[config.mk]
export PLATFORM = sky130hd
export DESIGN_NAME = grant_onehot_dec
export DESIGN_NICKNAME = d
export VERILOG_FILES = /design/src/rtl/arb_pkg.sv /design/src/rtl/grant_onehot_dec.sv
export SDC_FILE = /design/constraint.sdc
export NUM_CORES = 1
export LEC_CHECK = 0
export CAP_MARGIN = 30
export CORE_AREA = 2 2 39 41
export DETAILED_ROUTE_END_ITERATION = 16
export DIE_AREA = 0 0 41 43
export GPL_TIMING_DRIVEN = 1
export REMOVE_ABC_BUFFERS = 1
export SYNTH_ARGS = -nofsm -noshare
export SYNTH_HDL_FRONTEND = slang
export SYNTH_SLANG_ARGS = --single-unit
[constraint.sdc]
create_clock -name vclk -period 0.9
set_clock_uncertainty 0.2 [all_clocks]
set_input_delay 0.18 -clock vclk [all_inputs]
set_output_delay 0.18 -clock vclk [all_outputs]
set_load 0.05 [all_outputs]
[src/rtl/arb_pkg.sv]
// Shared constants for the round-robin decode arbiter: requester count,
// index width, default hold limit and FSM state encodings.
package arb_pkg;
  localparam int N_REQ        = 16;
  localparam int IDX_W        = 4;
  localparam int MAX_HOLD_DEF = 8;

  localparam logic [0:0] ST_IDLE  = 1'b0;
  localparam logic [0:0] ST_GRANT = 1'b1;
endpackage

[src/rtl/grant_onehot_dec.sv]
// Combinational 4-to-16 one-hot decoder with enable; the output is all-zero
// when disabled.
module grant_onehot_dec
  import arb_pkg::*;
(
  input  logic             i_en,
  input  logic [IDX_W-1:0] i_idx,
  output logic [N_REQ-1:0] o_onehot
);

  always_comb begin
    o_onehot = '0;
    if (i_en) o_onehot = N_REQ'(1) << i_idx;
  end

endmodule

==> results list, run 1 <==
- Outcome: finished with violations
- Violated checks: setup timing
- Grt total ovfl: 0
* Number of global-route vias before repair: 265
- Final slew viol count: 0
- For the pin with the worst max-slew slack, the measured transition is 0.236 ns.
- Data arrival time at the worst-slack endpoint: 1.04 ns
* Total of warnings raised by yosys: 0
- Total Die Area: 1760 um^2
- For this block, the routed nets add up to 936 um of wire.
- Worst slack after detailed placement: -0.924 ns
* Number of instances in the synthesized netlist: 23
- Once placement completed, the tool counted placed cells totaling 66.
* Combinational group share of total power: 1.000
* DR DRC count: 0
* DR vias: 299
- 1st-iter DRT viols: 0
- Die outline width: 41 um
* First-pass GRT wire length: 1190 um
- The core region is 1380 um^2.
- At the worst endpoint, the required time is 0.52 ns.
- For this run, the detailed router's first-pass iteration total came to 1.
- In this run the most critical hold path is launched from i_idx[3].
- The worst setup path is captured at a primary output.
- Syn Std Cell Area: 120 um^2
- Fill cell instance count of the final layout: 105
- Leading cell type by number of instances after synthesis: nor2_1
- The detail route stage leaves a number of antenna-violating nets equal to 0.
- Area used by multi-input combinational logic: 249 um^2
- Most common library cells after synthesis: nor2_1 (11), nor3_1 (3), nand2b_1 (2), nand3b_1 (2)
- Maximum fanout along the worst path: 4
* HPWL after detailed placement: 542 um
- In this run the core area contains 14 standard-cell rows.
- Summed over all instances, the cell type with the most area after synthesis is nor2_1.
- Tot GR Track Use: 0.0930
- During placement, the flow inserted port buffers numbering 21.
- Static leakage power: 0.293 nW
- The worst setup path is of the input port to primary output kind.
* Critical Path Source Type: input port
- The worst-case IR drop observed on VDD is 114 uV.
- Areal power density over the cells: 339 nW/um^2
* Power share of the sequential group: 0
- Measured along the y axis, the die boundary spans 43 um.
- Share of the yosys chip area belonging to registers: 0
- A synthesized cell averages 5.22 um^2.
- Area contributors post-synth: nor2_1 (34%), nor3_1 (13%), nand3b_1 (13%)
- RSZ-0062 raised after global routing: true
* Max-cap check violation count: 0
- The path with the worst hold slack has its endpoint at o_onehot[0].
- Sequential cells placed in the final layout were counted as 0.
- Instance count along the most critical hold path: 3
* Number of hold violations in the final report: 0
- Final Wtd Congestion: 0.642
* Class of the tightest hold or removal check: input port to primary output
- Number of cells in the finished layout apart from fillers: 74
* Number of hold buffers added after CTS: 0
- Number of vias per cell after detailed routing: 4.04
* Endpoints failing setup: 16
- Sw Share: 0.517
- Achievable frequency: 0.702 GHz
- Worst hold slack: 0.466 ns
- Clock group share of total power: 0
- The final layout contains 65 nets.
- Final Cycle Share: 1.58
- In the final routed layout, each cell accounts on average for 12.6 um.
- Top-Level Pins: 21
- Of the post-synthesis cell area, the dominant cell type holds 0.344.
* Count of unique library cells instantiated by Yosys: 9
* Clock Buffer Count: 0
- Starting density of the core: 0.0868
* Minimum clock period after layout: 1.42 ns
* Cell Int Power: 0.126 mW
- From synthesis to final layout, the design area changed by 539%.
- Ratio of cells with drive above 1 in the final layout: 0.966
- Number of antenna violations at the first check in global routing: 0
* Net switching component of the power: 0.135 mW
* Worst setup slack after layout: -0.524 ns
- Antenna cells: 0
- Worst slew margin relative to its limit: 0.842
* Largest net degree at the start of global routing: 6
- In the final layout, flip-flops and latches occupy 0 um^2.
==> worst max-delay path, stage by stage <==
cell and delay (ns):
buf_8 0.10, or3b_4 0.44, nor3_4 0.16, buf_12 0.16
==> layer usage <==
metal,part of all wire,vias to the layer above,global-route usage
li1,-,150,-
met1,0.40,135,0.0921
met2,0.53,14,0.197
met3,0.064,0,0.00524
met4,0,0,0
met5,0,-,0
==> power groups by stage <==
stage,logic (mW),registers [mW],clock network (mW)
6_report,0.260,0,0
5_1_grt,0.272,0,0
4_1_cts,0.218,0,0
3_5_place_dp,0.174,0,0
3_3_place_gp,0.172,0,0
2_1_floorplan,0.0694,0,0
==> cells by family after synthesis <==
group and synth area share:
and+or+nand+nor 1.00
==> per-stage QoR <==
step / power [mW] / utilization / instance area, um^2 / setup TNS [ns]
floorplan: 0.0694 / - / 120 / -9.91
global placement: 0.172 / 0.401 / 556 / -13.12
detailed placement: 0.174 / 0.401 / 556 / -13.39
CTS: 0.218 / 0.489 / 677 / -7.24
global route: 0.272 / 0.554 / 767 / -7.50
finish: 0.260 / 0.554 / 767 / -6.89
==> worst max-delay path by stage <==
| stage | from | to | slack, ns | cells past startpoint |
|---|---|---|---|---|
| after floorplan | i_idx[2] | o_onehot[2] | -0.91 | 2 |
| after global placement | i_idx[1] | o_onehot[0] | -0.91 | 4 |
| after detailed placement | i_idx[1] | o_onehot[0] | -0.92 | 4 |
| after CTS | i_idx[2] | o_onehot[0] | -0.57 | 4 |
| after global routing | i_en | o_onehot[11] | -0.56 | 6 |
| final | i_idx[2] | o_onehot[0] | -0.52 | 4 |
==> layout make-up <==
type	instances	share of cell area
repair buffers	35	0.649
well taps	16	0.0261
multi-input cells	23	0.325
==> repair_timing <==
item / CTS / global route
setup endpoints to repair: 16 / 16
setup buffers: 3 / 5
pin swaps: 8 / 8
resized for setup: 48 / 15
==> placed cells by master, fill, tap and decap left out <==
master / instances
buf_6: 6
buf_12: 16
nor2_4: 9
buf_4: 10
nor2_2: 3
nand2b_4: 2
nor3_4: 1
nand3_4: 1
buf_2: 1
or3b_4: 1
buf_8: 2
nor3_2: 3
nand2_4: 1
nand3b_1: 2
Power figures use the tool's default switching activity.
==> run 2: changes to the inputs <==
- clock period: 0.9 -> 1.5 ns (I/O delays scaled with it)
==> results list, run 2 (synthesis gave the netlist of run 1 again) <==
- The total global-route track usage is 0.0830 (was 0.0930).
- Highest-count cells in the layout ignoring fill and taps: buf_12 (16), nor2_2 (7), buf_4 (7) (was buf_12 (16), buf_4 (10), nor2_4 (9)).
* Number of antenna violations at the first check in global routing: 0 (unchanged)
* Last element of the critical path: o_onehot[0] (unchanged)
- Total Die Area: 1760 um^2 (unchanged)
* Final Cycle Share: 1.12
- The final estimated routing congestion in global placement is 0.642 (about the same).
- Data arrival time at the worst-slack endpoint: 1.18 ns (was 1.04 ns)
- Placed cell areas: 556 um^2 (unchanged)
- Starting density of the core: 0.0868 (unchanged)
- Worst setup path startpoint: i_idx[1] (was i_idx[2])
- Seq cells: 0 (unchanged)
- Cell total after placement: 66 (unchanged)
- Combinational group share of total power: 1.000 (about the same)
- The total power divided by cell area is 193 nW/um^2 (was 339 nW/um^2).
- Worst setup slack after layout: -0.178 ns (was -0.524 ns)
- Endpoints failing setup: 16 (unchanged)
* Top-Level Pins: 21 (unchanged)
- Antenna cells: 0 (unchanged)
- The first-pass GRT wire length is 1100 um (was 1190 um).
* RSZ-0062 raised after global routing: true (unchanged)
- The actual slew at the worst max-slew pin came to 0.306 ns (was 0.236 ns).
- The net total in the final layout was 60 (was 65).
- First drt pass iteration count: 1 (unchanged)
- The startpoint-to-endpoint class of the critical path is input port to primary output (unchanged).
* Quantity of I/O buffers inserted on ports: 21 (unchanged)
* Data required time at the worst endpoint: 1.00 ns (was 0.52 ns)
- The remaining antenna violation count came to 0 (unchanged).
- The area added between synthesis and finish came to 452% (was 539%).
- The area of all sequential standard cells is 0 um^2 (unchanged).
* Final slew viol count: 0 (unchanged)
* Achievable frequency: 0.596 GHz
- The average via count per standard cell came to 4.25 (was 4.04).
- Power share of the sequential group: 0 (about the same)
- Worst hold slack: 0.771 ns (was 0.466 ns)
- Maximum fanout along the worst path: 4 (unchanged)
* Final wirelength: 706 um (was 936 um)
* Largest net degree at the start of global routing: 6 (unchanged)
- The number of global-route vias before repair came to 263 (was 265).
- Number of hold violations in the final report: 0 (unchanged)
* Worst slew margin relative to its limit: 0.796 (was 0.842)
- After layout, the minimum clock period comes to 1.68 ns.
* Utilization after layout: 0.479 (was 0.554)
* Core Area: 1380 um^2 (unchanged)
* Net switching component of the power: 0.0686 mW (was 0.135 mW)
- The count of routing violations after the opening detailed-route iteration was 0 (unchanged).
- Most common cell after layout, fill and taps aside: buf_12 (unchanged)
* Critical Path Source Type: input port (unchanged)
* Violated checks: setup timing (unchanged)
- HPWL after detailed placement: 536 um (was 542 um)
- The detailed-route via count came to 293 (was 299).
- The die boundary height is 43 um (unchanged).
* Fin Setup TNS: -1.19 ns (was -6.89 ns)
- Static leakage power: 0.250 nW (was 0.293 nW)
- Average wire per standard cell: 10.2 um (was 12.6 um)
* Grt total ovfl: 0 (unchanged)
- Peak supply drop: 51.1 uV (was 114 uV)
- Class of the tightest hold or removal check: input port to primary output (unchanged)
- The x dimension of the die is 41 um (unchanged).
- Clock group share of total power: 0 (about the same)
* Fin area: 663 um^2 (was 767 um^2)
- Outcome: finished with violations (unchanged)
* Max-cap check violation count: 0 (unchanged)
- DR DRC count: 0 (unchanged)
- Clock Buffer Count: 0 (unchanged)
* Number of cells in the finished layout apart from fillers: 69 (was 74)
- CP Capture Type: primary output (unchanged)
- The floorplan row count is 14 (unchanged).
- Cell Int Power: 0.0592 mW (was 0.126 mW)
* Ratio of cells with drive above 1 in the final layout: 0.925 (was 0.966)
* Sw Share: 0.537 (was 0.517)
==> run 2: changes by cell type in the layout (fill, tap and decap cells not counted), moves of 2 or more <==
cell,delta
nor2_2,+4
nor2_4,-4
buf_4,-3
buf_8,-2
==> run 2: final cells by class <==
cell class         instances  area (um^2)
multi-input cells         23          204
well taps                 16         20.0
fillers                  117          721
repair buffers            30          439
==> run 2: through the flow <==
stage          setup slack (ns)  power (mW)
2_1_floorplan            -0.555      0.0416
3_3_place_gp             -0.555       0.103
3_5_place_dp             -0.565       0.104
4_1_cts                  -0.213       0.122
5_1_grt                  -0.202       0.133
6_report                 -0.178       0.128
==> run 2: how the worst min path moves through the flow <==
stage / from / slack [ns] / to / depth (start not counted)
6_report: i_idx[3] / 0.77 / o_onehot[0] / 3
5_1_grt: i_idx[3] / 0.79 / o_onehot[0] / 3
4_1_cts: i_idx[3] / 0.74 / o_onehot[0] / 3
3_5_place_dp: i_idx[3] / 1.19 / o_onehot[0] / 3
3_3_place_gp: i_idx[3] / 1.17 / o_onehot[0] / 3
2_1_floorplan: i_idx[0] / 0.50 / o_onehot[0] / 1
==> run 2: power by group through the flow <==
stage          combinational, mW  sequential (mW)  clock [mW]
6_report                   0.128                0           0
5_1_grt                    0.133                0           0
4_1_cts                    0.122                0           0
3_5_place_dp               0.104                0           0
3_3_place_gp               0.103                0           0
2_1_floorplan             0.0416                0           0
==> run 2: repair_timing <==
action	in CTS	in global routing
setup endpoints to repair	16	16
resized for setup	42	5
pin swaps	9	3
buffers inserted	3	0
hold buffers	0	0
==> run 2: layer usage <==
layer	vias up	part of all wire	GRT usage	routed length, um
li1	139	-	-	-
met1	140	0.32	0.0889	229
met2	14	0.58	0.169	412
met3	0	0.092	0.00524	65
met4	0	0	0	0
met5	-	0	0	0
==> run 2: critical path, stage by stage <==
cell and delay, ns:
buf_6 0.10, or3b_4 0.44, nor3_4 0.18, buf_12 0.16
==> RTL change (settings of run 2) <==
Set the package constant `N_REQ` to 24 (it was 16).
--- a/src/rtl/arb_pkg.sv
+++ b/src/rtl/arb_pkg.sv
@@ -1,7 +1,7 @@
 // Shared constants for the round-robin decode arbiter: requester count,
 // index width, default hold limit and FSM state encodings.
 package arb_pkg;
-  localparam int N_REQ        = 16;
+  localparam int N_REQ        = 24;
   localparam int IDX_W        = 4;
   localparam int MAX_HOLD_DEF = 8;
 
Ports: changed (resized o_onehot); port bits go from 21 to 29. No check against the original RTL was run, so the function may have changed too.
==> RTL change against run 2 <==
  * The run still ends with setup timing left
  * Area after synthesis grew 53%
  * Combinational power is 45% higher
  * Routed wire length increased by 17%
  * Worst setup slack lost 0.0064 ns
  * Critical path depth stayed put
  * Power rose by 45%
  * Design area rose by 13%
==> RTL change: results (changes against run 2) <==
Outcome
  – Failing checks: setup timing
  – Status: finished, violations left

Synth
  – Post-synth top area share: 0.327 (-0.0172)
  – Synth cell count leaders: nor2_1, buf_4, nor3_1
  – Synth area leaders: buf_4, nor2_1, nor3_1, nand3b_1, nand2b_1
  – Netlist cell types: 11 (+2)

Routing
  – Routed wire length: 823 µm (+17%)
  – Post-DR vias/cell: 3.95 (-7.0%)
  – Post-DR wirelength/cell: 10.6 µm (+3.1%)

Timing
  – Post-route setup slack: -0.185 ns (-0.00641 ns)
  – Final setup vio count: 13 (-3)
  – Min Hold Slack: 0.789 ns (+0.0176 ns)

Placement
  – Post-detail-place hpwl: 585 µm (+9.1%)
  – Inst Count DP: 74 (+12%)
  – Place WS: -0.567 ns (-0.00117 ns)
  – GPL Wtd Cong: 0.670 (+4.4%)

Global routing
  – First-pass GRT wire length: 1250 µm (+13%)
  – Vias in the first global route: 249 (-5.3%)
  – Total GRT Usage: 0.0930 (+0.0100)

Setup path
  – Critical Path Max Stage Delay: 0.46 ns (+0.02 ns)
  – CP max stage cell: or3b_4

Finish
  – Fillers: 112 (-4.3%)
  – Nets@finish: 69 (+15%)
  – Number of flip-flops and latches: 0 (unchanged)
  – Fraction of layout cells with a size suffix above 1: 0.823 (-0.102)

Pwr
  – Pint: 65.8 µW (+11%)
  – Leakage Power: 0.296 nW (+18%)
RTL change: changes by cell type after synthesis, sizes merged:
cell / run 2 / this run
buf: 0 / 8
conb: 0 / 1
RTL change: worst max-delay path: cells and delay by family:
kind	cells	cell delay [ns]
buf+inv	2	0.25
simple gates	2	0.63
RTL change: worst max path at each step:
stage          startpoint           to  depth (start not counted)
6_report         i_idx[2]  o_onehot[0]                          4
3_3_place_gp     i_idx[1]  o_onehot[0]                          4
4_1_cts          i_idx[2]  o_onehot[0]                          4
3_5_place_dp     i_idx[1]  o_onehot[0]                          4
5_1_grt          i_idx[2]  o_onehot[2]                          6
2_1_floorplan    i_idx[2]  o_onehot[2]                          2
RTL change: per-stage QoR:
step	instance area [µm²]	TNS, ns
finish	748	-1.54
global route	748	-2.08
CTS	702	-1.37
detailed placement	586	-7.45
global placement	586	-7.33
floorplan	150	-4.15
RTL change: cell type report:
type,instances,area share
tap,16,0.0268
timing repair buffer,31,0.612
multi-input combinational,31,0.361
RTL change: what timing repair did:
action | in CTS | in global routing
pin swaps | 7 | 3
hold endpoints to repair | 0 | 0
resized for setup | 50 | 7
setup buffers | 2 | 2
setup endpoints to repair | 16 | 14
RTL change: power by group through the flow:
stage	logic (mW)	clock network [mW]	registers, mW
finish	0.186	0	0
CTS	0.174	0	0
detailed placement	0.147	0	0
global placement	0.146	0	0
floorplan	0.0848	0	0
global route	0.195	0	0
RTL change: cell families after synthesis:
kind of cell,Yosys count
buffers and inverters,8
other,1
and+or+nand+nor,23
RTL change: routing by layer:
layer / vias to the layer above / global-route usage / wire length, µm
li1: 149 / - / -
met1: 146 / 0.127 / 325
met2: 13 / 0.166 / 456
met3: 0 / 0 / 41
met4: 0 / 0 / 0
met5: - / 0 / 0
